--- src/rtl/wb_timer_if.sv ---
// Point-to-point Wishbone bus between one controller
// and one peripheral.
interface Wishbone;
  logic        cyc;
  logic        stb;
  logic        we;
  logic [3:0]  sel;
  logic [31:0] addr;
  logic [31:0] data_wr;
  logic [31:0] data_rd;
  logic        ack;
  logic        err;

  modport Controller (
    output cyc, stb, we, sel, addr, data_wr,
    input  ack, err, data_rd
  );

  modport Peripheral (
    input  cyc, stb, we, sel, addr, data_wr,
    output ack, err, data_rd
  );
endinterface

--- src/rtl/wb_timer.sv ---
// Wishbone prescaled 32-bit down-counter timer with
// auto-reload and a registered level interrupt.
module wb_timer #(
  parameter logic [31:0] BASE_ADDR  = 32'h4000_0000,
  parameter int          PRESCALE_W = 16
) (
  input  logic       clk,
  input  logic       rst_n,
  Wishbone.Peripheral wb,
  output logic       irq
);

  logic [2:0]            ctrl_q, ctrl_d;
  logic [PRESCALE_W-1:0] prescale_q, prescale_d;
  logic [PRESCALE_W-1:0] pcnt_q, pcnt_d;
  logic [31:0]           count_q, count_d;
  logic [31:0]           reload_q, reload_d;
  logic [31:0]           rdata_q, rdata_d;
  logic                  expired_q, expired_d;
  logic                  ack_q, ack_d;
  logic                  err_q, err_d;
  logic                  irq_q, irq_d;

  logic        req, valid, wr, tick, expire;
  logic        s_ctrl, s_pre, s_cnt, s_rel, s_stat;
  logic [2:0]  off;
  logic [31:0] mask, cur, mval;
  logic        unused_addr;

  assign unused_addr = ^wb.addr[1:0];
  assign off    = wb.addr[4:2];
  assign s_ctrl = off == 3'd0;
  assign s_pre  = off == 3'd1;
  assign s_cnt  = off == 3'd2;
  assign s_rel  = off == 3'd3;
  assign s_stat = off == 3'd4;

  assign req   = wb.cyc & wb.stb & ~ack_q & ~err_q;
  assign valid = (wb.addr[31:5] == BASE_ADDR[31:5])
               & (off <= 3'd4);
  assign wr    = req & valid & wb.we;

  assign mask = {{8{wb.sel[3]}}, {8{wb.sel[2]}},
                 {8{wb.sel[1]}}, {8{wb.sel[0]}}};

  assign tick   = ctrl_q[0] & (pcnt_q == prescale_q);
  assign expire = tick & (count_q == '0);

  always_comb begin
    cur = '0;
    unique case (1'b1)
      s_ctrl:  cur = 32'(ctrl_q);
      s_pre:   cur = 32'(prescale_q);
      s_cnt:   cur = count_q;
      s_rel:   cur = reload_q;
      s_stat:  cur = 32'(expired_q);
      default: cur = '0;
    endcase
  end

  assign mval = (cur & ~mask) | (wb.data_wr & mask);

  always_comb begin
    ctrl_d     = ctrl_q;
    prescale_d = prescale_q;
    count_d    = count_q;
    reload_d   = reload_q;
    expired_d  = expired_q;
    if (tick) begin
      if (count_q != '0)  count_d = count_q - 32'd1;
      else if (ctrl_q[1]) count_d = reload_q;
      else                ctrl_d[0] = 1'b0;
    end
    if (expire) expired_d = 1'b1;
    // bus writes override the timer's own update
    if (wr) begin
      unique case (1'b1)
        s_ctrl: ctrl_d     = mval[2:0];
        s_pre:  prescale_d = mval[PRESCALE_W-1:0];
        s_cnt:  count_d    = mval;
        s_rel:  reload_d   = mval;
        s_stat: begin
          if (wb.sel[0] & wb.data_wr[0] & ~expire)
            expired_d = 1'b0;
        end
        default: ;
      endcase
    end
    pcnt_d = '0;
    if (ctrl_q[0] & ctrl_d[0] & ~tick
        & ~(wr & (s_pre | s_cnt)))
      pcnt_d = pcnt_q + PRESCALE_W'(1);
  end

  always_comb begin
    ack_d   = req & valid;
    err_d   = req & ~valid;
    rdata_d = (req & valid & ~wb.we) ? cur : '0;
    irq_d   = expired_q & ctrl_q[2];
  end

  always_ff @(posedge clk or negedge rst_n) begin
    if (!rst_n) begin
      ctrl_q     <= '0;
      prescale_q <= '0;
      pcnt_q     <= '0;
      count_q    <= '0;
      reload_q   <= '0;
      expired_q  <= 1'b0;
      ack_q      <= 1'b0;
      err_q      <= 1'b0;
      rdata_q    <= '0;
      irq_q      <= 1'b0;
    end else begin
      ctrl_q     <= ctrl_d;
      prescale_q <= prescale_d;
      pcnt_q     <= pcnt_d;
      count_q    <= count_d;
      reload_q   <= reload_d;
      expired_q  <= expired_d;
      ack_q      <= ack_d;
      err_q      <= err_d;
      rdata_q    <= rdata_d;
      irq_q      <= irq_d;
    end
  end

  assign wb.ack     = ack_q;
  assign wb.err     = err_q;
  assign wb.data_rd = rdata_q;
  assign irq        = irq_q;

endmodule

--- src/flat_wrapper.sv ---
// flat-port wrapper written by rule: the top's interface ports become plain ports
module wb_timer_flat 
#(
  parameter logic [31:0] BASE_ADDR  = 32'h4000_0000,
  parameter int          PRESCALE_W = 16
)
  (clk, rst_n, irq, wb_cyc, wb_stb, wb_we, wb_sel, wb_addr, wb_data_wr, wb_ack, wb_err, wb_data_rd);
  Wishbone wb_i ();
  input  logic clk;
  input  logic rst_n;
  output logic irq;
  input wire logic [$bits(wb_i.cyc)-1:0] wb_cyc;
  input wire logic [$bits(wb_i.stb)-1:0] wb_stb;
  input wire logic [$bits(wb_i.we)-1:0] wb_we;
  input wire logic [$bits(wb_i.sel)-1:0] wb_sel;
  input wire logic [$bits(wb_i.addr)-1:0] wb_addr;
  input wire logic [$bits(wb_i.data_wr)-1:0] wb_data_wr;
  output wire logic [$bits(wb_i.ack)-1:0] wb_ack;
  output wire logic [$bits(wb_i.err)-1:0] wb_err;
  output wire logic [$bits(wb_i.data_rd)-1:0] wb_data_rd;
  assign wb_i.cyc = wb_cyc;
  assign wb_i.stb = wb_stb;
  assign wb_i.we = wb_we;
  assign wb_i.sel = wb_sel;
  assign wb_i.addr = wb_addr;
  assign wb_i.data_wr = wb_data_wr;
  assign wb_ack = wb_i.ack;
  assign wb_err = wb_i.err;
  assign wb_data_rd = wb_i.data_rd;
  wb_timer #(.BASE_ADDR(BASE_ADDR), .PRESCALE_W(PRESCALE_W)) u_core (.clk(clk), .rst_n(rst_n), .wb(wb_i), .irq(irq));
endmodule
--- config.mk ---
export PLATFORM = sky130hd
export DESIGN_NAME = wb_timer_flat
export DESIGN_NICKNAME = d
export VERILOG_FILES = /design/src/rtl/wb_timer_if.sv /design/src/rtl/wb_timer.sv /design/src/flat_wrapper.sv
export SDC_FILE = /design/constraint.sdc
export NUM_CORES = 1
export LEC_CHECK = 0
export CORE_MARGIN = 5
export CORE_UTILIZATION = 25
export CTS_CLUSTER_DIAMETER = 60
export DETAILED_ROUTE_END_ITERATION = 8
export HOLD_SLACK_MARGIN = 0.06
export PLACE_DENSITY_LB_ADDON = 0.15
export SLEW_MARGIN = 0
export SYNTH_ARGS = -nofsm -noshare
export SYNTH_HDL_FRONTEND = slang
export SYNTH_SLANG_ARGS = --single-unit
--- constraint.sdc ---
create_clock -name clk -period 2.6 [get_ports clk]
set_clock_uncertainty 0.2 [all_clocks]
set_input_delay 0.39 -clock clk [delete_from_list [all_inputs] [get_ports clk]]
set_output_delay 0.39 -clock clk [all_outputs]
set_load 0.1 [all_outputs]
==> metrics.txt <==
CTS Sinks=135; sw frac=0.257; clock-pin slew on the worst setup and hold paths=0.06 ns; n_diodes=0; dpl ws=-0.217 ns; routed via count=7125; crit path capture=u_core.count_q[26]; setup ws final=-0.106 ns; CTS Buf Count=17; area added between synthesis and finish=47.8%; DPL Wire Length=19000 um; top cell type's share of synthesized area=0.456; total die area=0.0332 mm2; filler-free cell count of the finished design=1479; H-tree depth=4; drt total wl=25800 um; GRT Overall Usage=0.155; Routed WL per cell=17.4 um; yosys warns=0; CTS max path bufs=2; actual slew at the worst max-slew pin=0.633 ns; Final ANT Viol Nets=0; Routability Congestion=0.811; Tmin final=2.71 ns; initial antenna violation count=0; # DRC=0; Final Max Tran Viols=0; FF-to-FF path depth=7; biggest area consumer among synthesized cells=dfrtp_1; DRT iter0 DRCs=413; Crit path required time=2.71 ns; Clk Tree Root Cell=clkbuf_16; synth top area cells=dfrtp_1 46%, o21ai_0 5.7%, nand2_1 4.6%; Worst slew margin=0.577; FILL cells=3084; Async SR Flop Fraction=1.00; commonest cells after routing, fill and taps aside=177 x buf_4, 133 x dfrtp_1, 84 x nor2_1; sequential power share=0.441; Die H=182 um; Site Rows=63; final setup fails=8; outcome=complete, but fails checks; Seq cells post-synth=135; Netlist cell types=58; max_cap viols=0; Die X=182 um; Mapped Cells=839; CTS tree=built; Int Power=0.00354 W; CP Max Fanout=4; number of global-route vias before repair=7247; Hold Path Class=input port to asynchronous set/reset pin; Synthesized Nets=915; GRT Residual Overflow=0; total chip power=0.00476 W; # placed instances=1432; LEAKAGE=4.69 nW; number of enable flip-flop cells after synthesis=0; clock power share=0.487; Synth Cell Area=0.00741 mm2; Hold Vio Cnt, Final=0; drt first pass iters=5; Arr. time, crit path=2.81 ns; I/O Buffers=105; core area=0.0295 mm2; violated checks=setup timing; IO Pins=108; Crit. End Element=flip-flop; RR Endpoint=u_core.count_q[26]; DR vias/cell=4.82; r2r startpoint=u_core.count_q[17]; Critical Path Start=u_core.count_q[17]; crit path kind=flip-flop to flip-flop; CP Launch Type=flip-flop; Net Sw Power=0.00122 W; worst vdd ir=0.000413 V; top_reg_cell synth=dfrtp_1; Seq/Total Area, Yosys=0.456; R2R Setup Slk=-0.11 ns; final clock period utilization by the worst path=1.04; nets=1152; Initial Util=0.251; P per Cell Area=435 mW/mm2; Fmax=370 MHz; syn avg cell area=8.83 um2; largest net degree at the start of global routing=54; RSZ-0062 raised after global routing=yes; fraction of layout cells with a size suffix above 1=0.296; Comb pwr share=0.072; most common cell after layout, fill and taps aside=buf_4; worst skew pair latency=0.43 ns; global-route wire length before repair=40900 um
## sequential cells by signal (all words and copies together) (netlist names)
signal / flops
u_core.count_q: 32
u_core.ctrl_q: 3
u_core.expired_q: 1
u_core.irq: 1
u_core.pcnt_q: 16
u_core.prescale_q: 16
u_core.reload_q: 32
u_core.wb.ack: 1
u_core.wb.data_rd: 32
u_core.wb.err: 1
## power groups by stage
stage	registers, W	clock network, W	logic (W)
global placement	0.00214	0	0.000350
floorplan	0.00215	0	0.0000974
finish	0.00210	0.00232	0.000342
CTS	0.00210	0.00238	0.000352
global route	0.00210	0.00247	0.000376
detailed placement	0.00214	0	0.000349
## metal layers
metal,GRT usage,part of all wire,vias to the layer above
li1,-,-,3508
met3,0.0261,0.037,20
met4,0.0363,0.010,0
met1,0.217,0.49,3451
met5,0,0,-
met2,0.251,0.47,146
## per-stage QoR
step / cell area, um2 / util / setup TNS [ns] / hold slack (ns)
6_report: 10900 / 0.371 / -0.268 / 0.294
5_1_grt: 10900 / 0.371 / -2.65 / 0.331
4_1_cts: 10600 / 0.361 / -0.338 / 0.306
3_5_place_dp: 9980 / 0.339 / -6.88 / 0.214
3_3_place_gp: 9980 / 0.339 / -8.06 / 0.221
2_1_floorplan: 7420 / - / -0.153 / -0.106
## synthesized netlist by cell type, types with 5 or more instances
cell      number
nor4_1        18
and2_1         5
buf_1          9
mux2i_1       14
xor2_1        10
nand4_1       14
mux2_2        20
nand2b_1       5
a22o_1         8
a21oi_1       39
o211ai_1       7
o21ai_0       85
and3_1        13
nand3_1       27
a211oi_1       8
buf_2          7
clkbuf_1      44
nor3_1        33
xnor2_1       21
dfrtp_1      135
a31oi_1       10
inv_1         22
nand2_1       91
o22ai_1       16
a22oi_1       24
nor2_1        87
## cells by family after synthesis
logic type | share of synthesized area
XOR/XNOR | 0.0366
AO/OA/AOI/OAI | 0.191
flip-flops | 0.456
multiplexers | 0.0554
adder cells (fa/ha/maj) | 0.00507
AND/OR/NAND/NOR | 0.213
buffers and inverters | 0.0427
## layout make-up
class | instances | area (um2) | share of cell area
Multi-Input combinational cell | 622 | 3950 | 0.361
Sequential cell | 135 | 3380 | 0.309
Timing Repair Buffer | 278 | 2500 | 0.228
Tap cell | 390 | 488 | 0.0446
Clock buffer | 18 | 439 | 0.0401
Clock inverter | 14 | 111 | 0.0102
Inverter | 22 | 82.6 | 0.00754
## timing repair
action                     4_1_cts  5_1_grt
hold endpoints to repair        49        0
setup endpoints to repair       29       32
hold buffers                     1        0
gates resized for setup         15       70
setup buffers                    5       10
pin swaps                        2       29
## critical path, cell delays in order (launching register included)
cell and delay [ns]:
dfrtp_1 0.37, or4_4 0.56, or4_4 0.49, nor4_4 0.19
nand2_2 0.08, or4_4 0.42, a211oi_2 0.23, a21oi_1 0.06
## worst min path at each step
stage,slack [ns],start,end,cells past startpoint
3_3_place_gp,0.22,rst_n,u_core.wb.data_rd[31],1
4_1_cts,0.31,u_core.reload_q[13],u_core.reload_q[13],2
2_1_floorplan,-0.11,rst_n,u_core.count_q[0],0
5_1_grt,0.33,u_core.reload_q[12],u_core.reload_q[12],2
6_report,0.29,rst_n,u_core.wb.data_rd[25],2
3_5_place_dp,0.21,rst_n,u_core.wb.data_rd[31],1
Power figures use the tool's default switching activity.
